File: src/rtl/cp_alloc_ctrl.sv
// ----------------------------------------------------------------------------
// cp_alloc_ctrl
//
// Checkpoint-array allocation controller. Hands out checkpoint slots in
// program order to dispatching branches, writes the checkpoint table through
// o_check/o_check_idx, retires slots in order once their branch resolves
// correctly, and on a mispredict frees the mispredicted slot plus every
// younger slot, then spends one cycle in RECOVER driving o_rat_restore so the
// RAT reloads the table entry selected by o_recover_idx.
//
// Ports
//   clock, reset            clock; synchronous active-high reset
//   i_alloc_req             dispatch wants a checkpoint this cycle
//   o_alloc_gnt / o_check   slot granted; checkpoint table write strobe
//   o_check_idx             slot being written (current tail)
//   i_resolve_valid/_idx    a branch resolved, and its slot
//   i_resolve_mispredict    that branch was mispredicted
//   i_flush_all             discard every checkpoint
//   o_recover_idx           checkpoint table read index
//   o_rat_restore           RAT loads the checkpoint this cycle
//   o_recovering            FSM is in RECOVER; dispatch held
//   o_cp_count, o_cp_full   live slot count and full flag
// ----------------------------------------------------------------------------
module cp_alloc_ctrl #(
    parameter int CP_SIZE = 4,
    parameter int IDX_W   = $clog2(CP_SIZE)
) (
    input  logic             clock,
    input  logic             reset,
    input  logic             i_alloc_req,
    output logic             o_alloc_gnt,
    output logic             o_check,
    output logic [IDX_W-1:0] o_check_idx,
    input  logic             i_resolve_valid,
    input  logic [IDX_W-1:0] i_resolve_idx,
    input  logic             i_resolve_mispredict,
    input  logic             i_flush_all,
    output logic [IDX_W-1:0] o_recover_idx,
    output logic             o_rat_restore,
    output logic             o_recovering,
    output logic [IDX_W:0]   o_cp_count,
    output logic             o_cp_full
);

    localparam int CNT_W = IDX_W + 1;

    typedef enum logic {
        S_IDLE,
        S_RECOVER
    } state_t;

    state_t             r_state;
    logic [IDX_W-1:0]   r_head;
    logic [IDX_W-1:0]   r_tail;
    logic [CNT_W-1:0]   r_count;
    logic [CP_SIZE-1:0] r_valid;
    logic [CP_SIZE-1:0] r_resolved;
    logic [IDX_W-1:0]   r_rec_idx;

    logic               w_full;
    logic               w_mispredict;
    logic               w_correct;
    logic               w_retire;
    logic               w_grant;
    logic [IDX_W-1:0]   w_mp_offset;
    logic [CP_SIZE-1:0] w_younger;

    assign w_full       = (r_count == CNT_W'(CP_SIZE));
    assign w_mispredict = i_resolve_valid & i_resolve_mispredict & r_valid[i_resolve_idx];
    assign w_correct    = i_resolve_valid & ~i_resolve_mispredict & r_valid[i_resolve_idx];
    assign w_retire     = r_valid[r_head] & r_resolved[r_head];
    // Any mispredict indication blocks the grant, even one that turns out to
    // target an invalid slot; keeps the grant path independent of valid[].
    assign w_grant      = i_alloc_req & ~w_full & (r_state == S_IDLE) & ~i_flush_all
                        & ~(i_resolve_valid & i_resolve_mispredict);

    // Age of the mispredicted slot relative to head; also the surviving count.
    assign w_mp_offset  = i_resolve_idx - r_head;

    // A slot is squashed when it is at least as young as the mispredicted one.
    // Measuring age from head (not tail) handles the full case, where
    // head == tail and a tail-based range would be empty.
    always_comb begin
        w_younger = '0;
        for (int i = 0; i < CP_SIZE; i++) begin
            logic [IDX_W-1:0] v_age;
            v_age        = IDX_W'(i) - r_head;
            w_younger[i] = (v_age >= w_mp_offset);
        end
    end

    always_ff @(posedge clock) begin
        if (reset) begin
            r_state    <= S_IDLE;
            r_head     <= '0;
            r_tail     <= '0;
            r_count    <= '0;
            r_valid    <= '0;
            r_resolved <= '0;
            r_rec_idx  <= '0;
        end else if (i_flush_all) begin
            r_state    <= S_IDLE;
            r_head     <= '0;
            r_tail     <= '0;
            r_count    <= '0;
            r_valid    <= '0;
            r_resolved <= '0;
        end else if (w_mispredict) begin
            // Also taken from RECOVER: an older branch re-targets the restore.
            r_valid    <= r_valid & ~w_younger;
            r_resolved <= r_resolved & ~w_younger;
            r_tail     <= i_resolve_idx;
            r_count    <= {1'b0, w_mp_offset};
            r_rec_idx  <= i_resolve_idx;
            r_state    <= S_RECOVER;
        end else begin
            if (w_correct) begin
                r_resolved[i_resolve_idx] <= 1'b1;
            end
            if (w_retire) begin
                r_valid[r_head] <= 1'b0;
                r_head          <= r_head + 1'b1;
            end
            // Grant never targets head while head is live (blocked when full),
            // so it cannot collide with the retire or resolve writes above.
            if (w_grant) begin
                r_valid[r_tail]    <= 1'b1;
                r_resolved[r_tail] <= 1'b0;
                r_tail             <= r_tail + 1'b1;
            end
            r_count <= r_count + CNT_W'(w_grant) - CNT_W'(w_retire);
            r_state <= S_IDLE;
        end
    end

    assign o_alloc_gnt   = w_grant;
    assign o_check       = w_grant;
    assign o_check_idx   = r_tail;
    assign o_recover_idx = r_rec_idx;
    assign o_rat_restore = (r_state == S_RECOVER);
    assign o_recovering  = (r_state == S_RECOVER);
    assign o_cp_count    = r_count;
    assign o_cp_full     = w_full;

endmodule

File: config.mk
export PLATFORM = sky130hd
export DESIGN_NAME = cp_alloc_ctrl
export DESIGN_NICKNAME = d
export VERILOG_FILES = /design/src/rtl/cp_alloc_ctrl.sv
export SDC_FILE = /design/constraint.sdc
export NUM_CORES = 1
export LEC_CHECK = 0
export BUFFER_PORTS_ARGS = -buffer_cell sky130_fd_sc_hd__buf_2
export CORE_MARGIN = 2
export CORE_UTILIZATION = 60
export CTS_CLUSTER_DIAMETER = 80
export DETAILED_ROUTE_END_ITERATION = 6
export PLACE_DENSITY = 0.8
export SLEW_MARGIN = 10
export SYNTH_ARGS = -nofsm -noshare
export SYNTH_HDL_FRONTEND = slang
export SYNTH_SLANG_ARGS = --single-unit
File: constraint.sdc
create_clock -name clock -period 3.85 [get_ports clock]
set_input_delay 0.77 -clock clock [delete_from_list [all_inputs] [get_ports clock]]
set_output_delay 0.77 -clock clock [all_outputs]
set_load 0.05 [all_outputs]
Yosys cells after proc, flatten, opt, wreduce, memory -nomap -nowiden --
Cells that the tools add are included.
Cells by class: $add $sub $neg 9, $lt $le $gt $ge 10, eq/ne operators 1, mux-type cells 28, bitwise logic cells 24, reduce and logical (&&, ||, !) cells 8
Operators by type and width (number):
- $mux 4 | 12
- $and 4x4->4 | 4
- $not 4->4 | 3
- $and 1x1->1 | 9
- $lt 2x3->1 const B | 3
- $ge 2x2->1 | 4
- $or 4x4->4 | 2
- $mux 1 | 7
- $bmux 1 s2 | 3
- $demux 1 s2 | 3
- $ge 2x1->1 const B | 3
- $mux 2 | 3
- $not 1->1 | 6
- $add 2x1->2 const B | 2
- $reduce_and 2->1 | 2
- $sub 1x2->2 const A | 2
- $sub 2x2->2 const A | 2
- $add 3x1->3 | 1
- $eq 3x3->1 const B | 1
- $logic_and 1x1->1 | 3
- $reduce_or 3->1 | 1
- $sub 3x1->3 | 1
- $reduce_bool 2->1 | 1
- $reduce_or 2->1 | 1
- $sub 2x2->2 | 1
Word-level totals: flip-flop bits (word level) 18, input port bits 8, output and inout port bits 12, word-level logic and storage cells 88

Depth between registers and ports, before layout --
Gate-level depths: netlist of run 1.
depth after elaboration 13, depth in mapped cells 11, depth with buffers taken out 11

Least setup slack after synthesis of run 1 --
No wires, ideal clock.
kind flip-flop to flip-flop, start register r_count[2] (netlist: o_cp_count[2]), end register r_count[1] (netlist: o_cp_count[1]), setup time 0.064 ns, arrival time 2.568 ns, required time 3.786 ns, slack 1.218 ns, stages on the path, launching flop included 9, buffers on the path 1, period minus slack after synthesis 2.632 ns, path through dfxtp_1 or3b_2 and3_1 buf_2 ha_1 inv_1 fa_1 mux2_2 nor2_1
Between the ends: longest elaborated chain between the ends 9
Ends and longest elaborated chain:
- start: declaration | line 55 | logic [CNT_W-1:0] r_count;
- start signal: assignment | line 113 | r_count <= {1'b0, w_mp_offset};
- start signal: assignment | line 131 | r_count <= r_count + CNT_W'(w_grant) - CNT_W'(w_retire);
- $eq 3x3->1 | line 68 | assign w_full = (r_count == CNT_W'(CP_SIZE));
- $not 1->1 | line 74 | assign w_grant = i_alloc_req & ~w_full & (r_state == S_IDLE) & ~i_flush_all
- $and 1x1->1 (3 in a row) | line 74
- $and 1x1->1 | line 75 | & ~(i_resolve_valid & i_resolve_mispredict);
- via o_alloc_gnt | line 31 | output logic o_alloc_gnt,
- $add 3x1->3 | line 131
- $sub 3x1->3 | line 131
- $mux 2 | line 108 | end else if (w_mispredict) begin
The timed path passes the listed nets, and every way through them passes these cells. A chain may end at the register's enable or synchronous reset.

Worst setup path in the final report of run 1 --
start input i_resolve_idx[0], end register r_resolved[2]
Between the ends: longest elaborated chain between the ends 12, elaborated cells on any way between the ends 21, classes of those cells 1 x add/sub; 3 x order compare; 10 x mux; 6 x bitwise; 1 x reduce/logical
Ends and longest elaborated chain:
- start: declaration | line 35 | input logic [IDX_W-1:0] i_resolve_idx,
- $lt 2x3->1 (implied by the code) / $ge 2x1->1 (equally long branches) | line 118 | r_resolved[i_resolve_idx] <= 1'b1;
- $logic_and 1x1->1 (implied by the code) | line 118
- $mux 1 (implied by the code) | line 118
- $demux 1 s2 | line 118
- $or 4x4->4 (no source line)
- $mux 4 | line 117 | if (w_correct) begin
- $mux 4 | line 108
- $mux 4 | line 101 | end else if (i_flush_all) begin
- $mux 4 | line 93 | if (reset) begin
- $and 4x4->4 (no source line)
- $mux 4 | line 126 | if (w_grant) begin
- $mux 4 * | line 108
- end signal: assignment | line 111 | r_resolved <= r_resolved & ~w_younger;
- end: declaration | line 57 | logic [CP_SIZE-1:0] r_resolved;
Mark *: on every way between the ends. The rest lies on a longest branch, timed or not. The select of a mux whose other input is x is not followed.

==> results.yml, run 1 <==
sta:
  period_utilization_post_route: 0.739
  rsz0062_at_grt: "false"
  totalNegativeSetupSlack_ns: 0
  finClkSkew_ns: 0.00190
  timing_max_transition_violations_final: 0
  holdWs_ns: 0.492
  timing.final.hold_violations: 0
  post-route-min-period_ns: 2.85
  slew_headroom: 0.429
  setup_viol: 0
  max_freq_mhz: 351
  worst_slew_pin_slew_ns: 0.844
drt:
  via_count: 1183
  met2RoutedLength_um: 1630
  firstDrtPassIters: 4
  drt.antenna.violating_nets: 0
  routed.top_layer: "met4"
  routed_wirelength_um: 3180
  drtIter0Drc: 36
  detailroute.wirelength.met3_um: 180
  routed_wire_length_per_instance_um: 16.7
  remaining_drc_errors: 0
  met1_length_um: 1330
  drt-vias-per-instance: 6.19
place:
  dp_hpwl_um: 2390
  port_buffers: 19
  routability_cong: 0.918
global_route:
  total_congestion_overflow: 0
  gr-usage-all-layers: 0.293
  first_global_vias: 1242
  global_route_wire_length_before_repair_um: 5720
  grt_antenna_before_repair: 0
  grt_max_degree: 15
critical_path:
  cp_common_cell: "sky130_fd_sc_hd__ha_1"
  end_kind: "flop"
  worstSetupPathDepth: 9
  critical_path.reg2reg.endpoint: "o_cp_count[2]"
  timing.critical_path.cells: "buf_2 -> inv_1 -> ha_1 -> xor2_1 -> xnor2_1 -> ha_1 -> a2111oi_0 -> and3_1 -> a311o_1"
  cp.buffers_inverters: 2
  r2r-start: "r_head[1]"
  cpPeakStageDelay_ns: 0.63
  rr_worst_depth: 11
  timing.critical_path.max_delay_family: "compound AO/OA/AOI/OAI gates"
  cp_slowest_cell: "sky130_fd_sc_hd__a2111oi_0"
  cp_max_fo: 9
  timing.critical_path.from_type: "input port"
  timing_worst_setup_path_type: "in -> reg"
  critical_path_arrival_ns: 3.10
  wp_data_required_ns: 4.10
  reg2reg_setup_slack_ns: 1.03
clock_network:
  tritoncts.num_buffers: 3
  clock_tree_from_tritoncts: "done"
  cts-root-to-sink-buffers: 2
  cts.repair_timing.setup_buffer_count: 0
  ctsHoldBuffers: 0
  clock_tree.root_cell: "sky130_fd_sc_hd__clkbuf_4"
  post_cts_resize_count: 0
  tritoncts_num_sinks: 18
  cts-htree-levels: 1
  cts.reportedPaths.clkPinSlew_ns: 0.10
  clock_insertion_delay_worst_skew_ns: 0.30
synthesis:
  synth-adder-area-share: 0.173
  syn_area_sq_um: 1350
  synth.cells.most_frequent: "sky130_fd_sc_hd__dfxtp_1, sky130_fd_sc_hd__ha_1, sky130_fd_sc_hd__inv_1, sky130_fd_sc_hd__a21oi_1, sky130_fd_sc_hd__nand2_1"
  synth_net_count: 172
  ys_seq_elements: 18
  yosys.area.top_type_share: 0.268
  synth_compound_area_frac: 0.233
  dominant_combinational_cell_family_by_area_after_synthesis: "compound AO/OA/AOI/OAI gates"
  synth.area.mux_share: 0.0577
  synth_cell_types: 41
  synth_top_cells_by_area: "sky130_fd_sc_hd__dfxtp_1, sky130_fd_sc_hd__ha_1, sky130_fd_sc_hd__inv_1, sky130_fd_sc_hd__o211ai_1, sky130_fd_sc_hd__a21oi_1"
  synth_top_area_cell: "sky130_fd_sc_hd__dfxtp_1"
  synth_xor_xnor_area_share: 0.0326
  synth-main-ff-cell: "sky130_fd_sc_hd__dfxtp_1"
  synthArstFlopShare: 0
  ys_seq_area_frac: 0.268
  synth_edf_count: 0
  yosysMostFrequentCell: "sky130_fd_sc_hd__dfxtp_1"
  synth_simple_gate_area_frac: 0.152
  yosys_warnings: 0
  syn-instance-count: 146
  synth.avg_cell_area_sq_um: 9.21
power:
  clockPowerShare: 0.335
  leakagePower_uw: 0.000665
  power_density_nw_per_um2: 245
  power_switching_share: 0.272
  sequentialPowerShare: 0.528
  p_int_uw: 260
  power.share.combinational: 0.137
  irDropWorstVdd_mv: 0.265
  p_switching_uw: 97.5
hold_path:
  min_from: "o_recover_idx[0]"
  min_path_type: "reg -> reg"
  hold_path_end: "o_recover_idx[0]"
  timing.hold.worst_path_depth: 2
die:
  die_area_sq_um: 2640
  die-height_um: 51.3
  initial_core_util: 0.620
  ios: 20
  core_area_sq_um: 2170
  rows: 17
  fp.dieW_um: 51.3
final_layout:
  design.final.nets: 190
  layout.filler_cells: 198
  utilization: 0.674
  n_antenna_cell: 0
  multi_input_area_sq_um: 871
  drive_above_1_share: 0.196
  areaGrowthSynthToFinish_pct: 8.65
  area.sequential_sq_um: 360
run:
  maxCapViolCount: 0
status:
  run_status: "finished, final reports clean"
[power groups by stage]
stage	registers [uW]	logic [uW]	clock network (uW)
floorplan	196	32.0	0
global placement	193	46.5	0
detailed placement	193	48.1	0
CTS	189	48.5	123
global route	189	53.4	127
finish	189	49.1	120
[per-stage QoR]
step | worst slack (ns) | cell area (sq um) | total power [uW] | std cells
6_report | 1.00 | 1460 | 358 | 191
5_1_grt | 0.857 | 1460 | 369 | 191
4_1_cts | 1.04 | 1460 | 360 | 191
3_5_place_dp | 0.803 | 1430 | 241 | 187
3_3_place_gp | 0.957 | 1430 | 239 | 187
2_1_floorplan | 1.22 | 1350 | 228 | 146
[cells by family (layout without fill, tap and decap cells)]
group | count (synthesis) | in the layout
adder cells (fa/ha/maj) | 18 | 18
multiplexers | 5 | 5
XOR/XNOR | 5 | 5
flip-flops | 18 | 18
buffers and inverters | 23 | 40
AO/OA/AOI/OAI | 38 | 38
AND/OR/NAND/NOR | 39 | 39
[placed cells by master (no fill, tap or decap), drive strengths merged, types with 2 or more instances in the layout]
cell / n
xnor2: 3
inv: 17
a311o: 3
a21oi: 9
and3: 5
ha: 17
a211oi: 3
nand4: 2
o21ai: 5
clkbuf: 4
nand2: 9
o211ai: 8
a2111oi: 3
buf: 19
mux2: 3
xor2: 2
a22oi: 2
nand3: 8
dfxtp: 18
nor2: 7
[final cells by class]
type / count / area share
tap: 28 / 0.0240
inverter: 17 / 0.0437
multi-input combinational: 105 / 0.596
timing repair buffer: 19 / 0.0651
sequential: 18 / 0.247
clock buffer: 4 / 0.0248
[sequential cells by signal (all words and copies together), names as in the netlist]
| register | count |
|---|---|
| o_check_idx | 2 |
| o_cp_count | 3 |
| o_rat_restore | 1 |
| o_recover_idx | 2 |
| r_head | 2 |
| r_resolved | 4 |
| r_valid | 4 |
[tightest hold or removal path: stages, from the launching register on]
cell,delay (ns)
sky130_fd_sc_hd__dfxtp_1,0.32
sky130_fd_sc_hd__o21ai_0,0.07
sky130_fd_sc_hd__a21oi_1,0.06
[how the worst max path moves through the flow]
stage / endpoint / slack (ns) / start
2_1_floorplan: o_cp_count[1] / 1.22 / o_cp_count[2]
4_1_cts: o_cp_count[2] / 1.04 / r_head[1]
6_report: r_resolved[2] / 1.00 / i_resolve_idx[0]
3_5_place_dp: r_resolved[2] / 0.80 / i_resolve_idx[0]
5_1_grt: o_cp_count[2] / 0.86 / r_head[1]
3_3_place_gp: r_resolved[2] / 0.96 / i_resolve_idx[0]
[layer usage]
layer,global-route usage,vias to the layer above
li1,-,559
met1,0.356,567
met2,0.524,51
met3,0.0409,6
met4,0.105,0
met5,0,-
No activity file was read; power rests on OpenSTA's default activity.
==> run 2, diff against run 1 <==
- ABC_AREA: unset -> 1
- CORE_UTILIZATION: 60 -> 51
- PLACE_DENSITY: 0.8 -> 0.72
- clock period: 3.85 -> 2.4 ns (I/O delays scaled with it)
==> results.yml, run 2 <==
drt:
  drt.antenna.violating_nets: 0
  routed_wirelength_um: 3320
  drtIter0Drc: 28
  drt-vias-per-instance: 5.26
  firstDrtPassIters: 4
  via_count: 1300
  remaining_drc_errors: 0
  routed_wire_length_per_instance_um: 13.5
hold_path:
  timing.hold.worst_path_depth: 2
  hold_path_end: "o_recover_idx[0]"
  min_path_type: "in -> reg"
  min_from: "reset"
clock_network:
  tritoncts.num_buffers: 3
  tritoncts_num_sinks: 18
  cts-htree-levels: 1
  clock_tree.root_cell: "sky130_fd_sc_hd__clkbuf_4"
  cts-root-to-sink-buffers: 2
  clock_insertion_delay_worst_skew_ns: 0.31
  cts.repair_timing.setup_buffer_count: 0
  cts.reportedPaths.clkPinSlew_ns: 0.12
  clock_tree_from_tritoncts: "done"
place:
  dp_hpwl_um: 2580
  port_buffers: 19
  routability_cong: 1.04
  dpl.cell_count: 243
  dpl-instance-area_sq_um: 1540
global_route:
  total_congestion_overflow: 0
  grt_max_degree: 12
  grt_antenna_before_repair: 0
  gr-usage-all-layers: 0.229
  global_route_wire_length_before_repair_um: 5570
  first_global_vias: 1228
run:
  maxCapViolCount: 0
die:
  rows: 18
  ios: 20
  die-height_um: 55.5
  fp.dieW_um: 55.5
  die_area_sq_um: 3090
  initial_core_util: 0.542
  core_area_sq_um: 2500
sta:
  totalNegativeSetupSlack_ns: 0
  max_freq_mhz: 449
  post-route-min-period_ns: 2.23
  finClkSkew_ns: 0.0113
  worst_slew_pin_slew_ns: 0.351
  period_utilization_post_route: 0.929
  rsz0062_at_grt: "false"
  slew_headroom: 0.765
  timing.final.hold_violations: 0
  setup_viol: 0
  timing_max_transition_violations_final: 0
synthesis:
  yosysMostFrequentCell: "sky130_fd_sc_hd__nand2_1"
  ys_seq_area_frac: 0.266
  synth_cell_types: 28
  synth_top_area_cell: "sky130_fd_sc_hd__dfxtp_1"
  syn_area_sq_um: 1360
  synth_net_count: 217
  yosys.area.top_type_share: 0.266
  yosys_warnings: 0
  synth_top_cells_by_area: "sky130_fd_sc_hd__dfxtp_1, sky130_fd_sc_hd__ha_1, sky130_fd_sc_hd__nand2_1, sky130_fd_sc_hd__inv_1, sky130_fd_sc_hd__nand3_1"
  synthArstFlopShare: 0
  synth.avg_cell_area_sq_um: 7.09
  synth-main-ff-cell: "sky130_fd_sc_hd__dfxtp_1"
  syn-instance-count: 191
  synth.cells.most_frequent: "sky130_fd_sc_hd__nand2_1, sky130_fd_sc_hd__inv_1, sky130_fd_sc_hd__nand3_1, sky130_fd_sc_hd__dfxtp_1, sky130_fd_sc_hd__ha_1"
  synth_edf_count: 0
  ys_seq_elements: 18
power:
  power_density_nw_per_um2: 357
  post-layout-total-power_uw: 563
  irDropWorstVdd_mv: 0.280
  power_switching_share: 0.300
  p_switching_uw: 169
  clockPowerShare: 0.301
  leakagePower_uw: 0.000815
  p_int_uw: 394
  sequentialPowerShare: 0.536
  power.share.combinational: 0.162
final_layout:
  design.final.nets: 244
  finalNonFillerCells: 247
  areaGrowthSynthToFinish_pct: 16.4
  utilization: 0.631
  drive_above_1_share: 0.267
  n_antenna_cell: 0
  layout.cells.most_common_list: "sky130_fd_sc_hd__nand2_1, sky130_fd_sc_hd__inv_1, sky130_fd_sc_hd__nand3_1, sky130_fd_sc_hd__buf_2, sky130_fd_sc_hd__ha_1"
  layout.cells.most_common: "sky130_fd_sc_hd__nand2_1"
  fin_area_sq_um: 1580
critical_path:
  critical_path_arrival_ns: 2.48
  cp_max_fo: 5
  r2r-start: "r_head[0]"
  wp_data_required_ns: 2.65
  rr_worst_depth: 12
  timing.critical_path.from_type: "flop"
  critical_path.reg2reg.endpoint: "o_cp_count[2]"
  timing_worst_setup_path_type: "reg -> reg"
  reg2reg_setup_slack_ns: 0.17
  end_kind: "flop"
status:
  run_status: "finished, final reports clean"
-- run 2: changes by cell type after synthesis, moves of 5 or more --
cell | before | now
sky130_fd_sc_hd__nor2_1 | 7 | 12
sky130_fd_sc_hd__o211ai_1 | 8 | 1
sky130_fd_sc_hd__nand3_1 | 8 | 21
sky130_fd_sc_hd__a21oi_1 | 9 | 4
sky130_fd_sc_hd__inv_1 | 17 | 30
sky130_fd_sc_hd__nand2_1 | 9 | 49
sky130_fd_sc_hd__and3_1 | 5 | 0
-- run 2: how the worst max path moves through the flow --
stage                           startpoint       endpoint  slack (ns)  cells past startpoint
final                            r_head[0]  o_cp_count[2]        0.17                     12
after global routing             r_head[0]  o_cp_count[2]        0.02                     12
after CTS                        r_head[1]  o_cp_count[2]        0.09                     11
after detailed placement  i_resolve_idx[0]  r_resolved[1]        0.06                     12
after global placement           r_head[1]  o_cp_count[2]        0.13                     11
after floorplan              o_cp_count[1]  o_cp_count[2]        0.01                      9
-- run 2: final cells by class --
class                   instances  area, sq um
fillers                       235          922
multi-input cells             135          858
flip-flops and latches         18          372
repair buffers                 26          148
inverters                      34          136
well taps                      30         37.5
clock buffers                   4         26.3
-- run 2: power by group through the flow --
stage	combinational [uW]	sequential, uW	clock [uW]
after floorplan	55.7	313	0
after global placement	87.7	308	0
after detailed placement	89.8	309	0
after CTS	90.4	302	169
after global routing	100	302	181
final	91.3	302	170
-- run 2: cells by family (layout without fill, tap and decap cells) --
group / after synthesis / after routing / synth area share
AO/OA/AOI/OAI: 10 / 10 / 0.0416
XOR/XNOR: 4 / 4 / 0.0259
adder cells (fa/ha/maj): 18 / 18 / 0.172
buffers and inverters: 38 / 64 / 0.123
flip-flops: 18 / 18 / 0.266
AND/OR/NAND/NOR: 103 / 103 / 0.372
-- run 2: critical path, stage by stage (launching register included) --
cell                      delay [ns]
sky130_fd_sc_hd__dfxtp_2        0.37
sky130_fd_sc_hd__inv_1          0.16
sky130_fd_sc_hd__nand3_1        0.09
sky130_fd_sc_hd__nand3_1        0.08
sky130_fd_sc_hd__nand2_1        0.08
sky130_fd_sc_hd__inv_1          0.15
sky130_fd_sc_hd__ha_1           0.25
sky130_fd_sc_hd__inv_1          0.06
sky130_fd_sc_hd__ha_2           0.15
sky130_fd_sc_hd__inv_1          0.05
sky130_fd_sc_hd__fa_2           0.33
sky130_fd_sc_hd__or2_2          0.30
sky130_fd_sc_hd__a21oi_1        0.11
-- run 2: metal layers --
layer  track usage  share of wire  wire, um  vias up
li1              -              -         -      652
met1         0.303           0.47      1560      596
met2         0.379           0.47      1550       47
met3        0.0304          0.053       175        5
met4        0.0801          0.012        40        0
met5             0              0         0        -
-- run 2: what timing repair did --
| item | 4_1_cts | 5_1_grt |
|---|---|---|
| setup endpoints to repair | 0 | 3 |
| gates resized for setup | 0 | 3 |
| hold endpoints to repair | 0 | 0 |
| hold buffers | 0 | 0 |
-- run 2: per-stage QoR --
stage          hold slack, ns  setup WS (ns)
2_1_floorplan           0.460         0.0126
3_3_place_gp            0.444          0.126
3_5_place_dp            0.451         0.0605
4_1_cts                 0.361         0.0940
5_1_grt                 0.353         0.0219
6_report                0.363          0.171
==> run 3, diff against run 2 <==
- CELL_PAD_IN_SITES_DETAIL_PLACEMENT: unset -> 1
- CELL_PAD_IN_SITES_GLOBAL_PLACEMENT: unset -> 1
- CORE_UTILIZATION: 51 -> 36
- PLACE_DENSITY: 0.72 -> 0.71
==> results.yml, run 3 (synthesis results as in run 2) <==
status:
  run_status: "finished, final reports clean"
place:
  dp_hpwl_um: 3100
  dpl-instance-area_sq_um: 1570
  port_buffers: 19
  routability_cong: 0.824
final_layout:
  multi_input_area_sq_um: 861
  n_antenna_cell: 0
  drive_above_1_share: 0.263
  layout.cells.most_common_list: "sky130_fd_sc_hd__nand2_1, sky130_fd_sc_hd__inv_1, sky130_fd_sc_hd__nand3_1, sky130_fd_sc_hd__buf_2, sky130_fd_sc_hd__ha_1"
  fin_area_sq_um: 1620
  area.sequential_sq_um: 370
  areaGrowthSynthToFinish_pct: 19.6
  layout.filler_cells: 507
  layout.cells.most_common: "sky130_fd_sc_hd__nand2_1"
  design.final.nets: 244
clock_network:
  cts.reportedPaths.clkPinSlew_ns: 0.07
  clock_tree.root_cell: "sky130_fd_sc_hd__clkbuf_8"
  tritoncts_num_sinks: 18
  cts-htree-levels: 1
  clock_insertion_delay_worst_skew_ns: 0.26
  ctsHoldBuffers: 0
  clock_tree_from_tritoncts: "done"
  cts-root-to-sink-buffers: 2
  tritoncts.num_buffers: 3
power:
  power_density_nw_per_um2: 383
  irDropWorstVdd_mv: 0.168
  post-layout-total-power_uw: 621
  leakagePower_uw: 0.000823
critical_path:
  r2r-start: "r_head[0]"
  end_kind: "flop"
  critical_path.reg2reg.endpoint: "o_cp_count[2]"
  cp_slowest_cell: "sky130_fd_sc_hd__fa_2"
  rr_worst_depth: 12
  cp.buffers_inverters: 4
  timing.critical_path.max_delay_family: "adder cells"
  reg2reg_setup_slack_ns: 0.18
  cp_max_fo: 5
  cp_common_cell: "sky130_fd_sc_hd__inv_1"
  cpPeakStageDelay_ns: 0.33
  timing.critical_path.from_type: "flop"
  wp_data_required_ns: 2.59
  timing.critical_path.cells: "inv_1 -> nand3_1 -> nand3_1 -> nand2_1 -> inv_1 -> ha_1 -> inv_1 -> ha_2 -> inv_1 -> fa_2 -> or2_2 -> a21oi_1"
  critical_path_arrival_ns: 2.41
  timing_worst_setup_path_type: "reg -> reg"
drt:
  via_count: 1291
  routed_wirelength_um: 3780
  drt-vias-per-instance: 4.87
  drtIter0Drc: 31
  drt.antenna.violating_nets: 0
  firstDrtPassIters: 4
  remaining_drc_errors: 0
  routed_wire_length_per_instance_um: 14.3
global_route:
  first_global_vias: 1362
  grt_max_degree: 12
  grt_antenna_before_repair: 0
  gr-usage-all-layers: 0.200
  total_congestion_overflow: 0
  global_route_wire_length_before_repair_um: 6550
die:
  rows: 22
  initial_core_util: 0.373
  fp.dieW_um: 65.4
  core_area_sq_um: 3630
  ios: 20
  die_area_sq_um: 4270
  die-height_um: 65.4
sta:
  worst_slew_pin_slew_ns: 0.315
  rsz0062_at_grt: "false"
  timing.final.hold_violations: 0
  max_freq_mhz: 450
  setup_viol: 0
  post-route-min-period_ns: 2.22
  slew_headroom: 0.789
  finClkSkew_ns: 0.00184
  timing_max_transition_violations_final: 0
  period_utilization_post_route: 0.926
hold_path:
  timing.hold.worst_path_depth: 2
  min_path_type: "in -> reg"
  min_from: "reset"
  hold_path_end: "o_recover_idx[0]"
run:
  maxCapViolCount: 0
==> run 3: cell count changes in the layout (fill, tap and decap cells not counted) <==
cell / before / now
sky130_fd_sc_hd__clkbuf_4: 3 / 0
sky130_fd_sc_hd__xor2_1: 2 / 1
sky130_fd_sc_hd__dfxtp_2: 3 / 2
sky130_fd_sc_hd__xor2_2: 0 / 1
sky130_fd_sc_hd__nor3_2: 1 / 0
sky130_fd_sc_hd__dfxtp_1: 13 / 14
sky130_fd_sc_hd__nor3_1: 2 / 3
sky130_fd_sc_hd__clkbuf_8: 0 / 3
==> run 3: cell type report <==
type,instances,area share
Sequential cell,18,0.229
Multi-Input combinational cell,135,0.531
Clock buffer,4,0.0278
Timing Repair Buffer,26,0.0911
Inverter,34,0.0842
Tap cell,48,0.0371
==> run 3: worst reg2reg max path, stage by stage, from the launching register on <==
cell,delay [ns]
sky130_fd_sc_hd__dfxtp_1,0.32
sky130_fd_sc_hd__inv_1,0.15
sky130_fd_sc_hd__nand3_1,0.15
sky130_fd_sc_hd__nand3_1,0.10
sky130_fd_sc_hd__nand2_1,0.08
sky130_fd_sc_hd__inv_1,0.10
sky130_fd_sc_hd__ha_1,0.23
sky130_fd_sc_hd__inv_1,0.06
sky130_fd_sc_hd__ha_2,0.16
sky130_fd_sc_hd__inv_1,0.05
sky130_fd_sc_hd__fa_2,0.33
sky130_fd_sc_hd__or2_2,0.30
sky130_fd_sc_hd__a21oi_1,0.12
==> run 3: timing repair <==
action                                  4_1_cts  5_1_grt
endpoints found under the setup margin        0        2
resized for setup                             0        2
setup buffers                                 0        0
==> run 3: worst max-delay path by stage <==
stage / start / slack [ns] / to / cells after the start
2_1_floorplan: o_cp_count[1] / 0.01 / o_cp_count[2] / 9
3_3_place_gp: i_resolve_idx[0] / 0.09 / r_resolved[2] / 11
3_5_place_dp: i_resolve_idx[0] / -0.04 / r_resolved[3] / 11
4_1_cts: r_head[1] / 0.09 / o_cp_count[2] / 11
5_1_grt: r_head[0] / 0.02 / o_cp_count[2] / 12
6_report: r_head[0] / 0.18 / o_cp_count[2] / 12
==> run 3: per-layer routing <==
layer,vias up,GRT usage,share of wire
met5,-,0,0
met4,0,0.0547,0.016
met3,6,0.0205,0.025
met2,17,0.343,0.48
met1,617,0.266,0.48
li1,651,-,-
==> run 3: where the power goes <==
part / internal [uW] / total [uW] / switching [uW]
Clock: 118 / 230 / 112
Combinational: 28.3 / 89.3 / 61.0
Sequential: 299 / 301 / 2.53
==> run 3: per-stage QoR <==
stage	cells	utilization	TNS [ns]	hold slack, ns	worst slack [ns]
floorplan	191	-	0	0.460	0.0126
global placement	261	0.431	0	0.442	0.0918
detailed placement	261	0.431	-0.0436	0.469	-0.0436
CTS	265	0.444	0	0.438	0.0887
global route	265	0.446	0	0.458	0.0204
finish	265	0.446	0	0.442	0.178
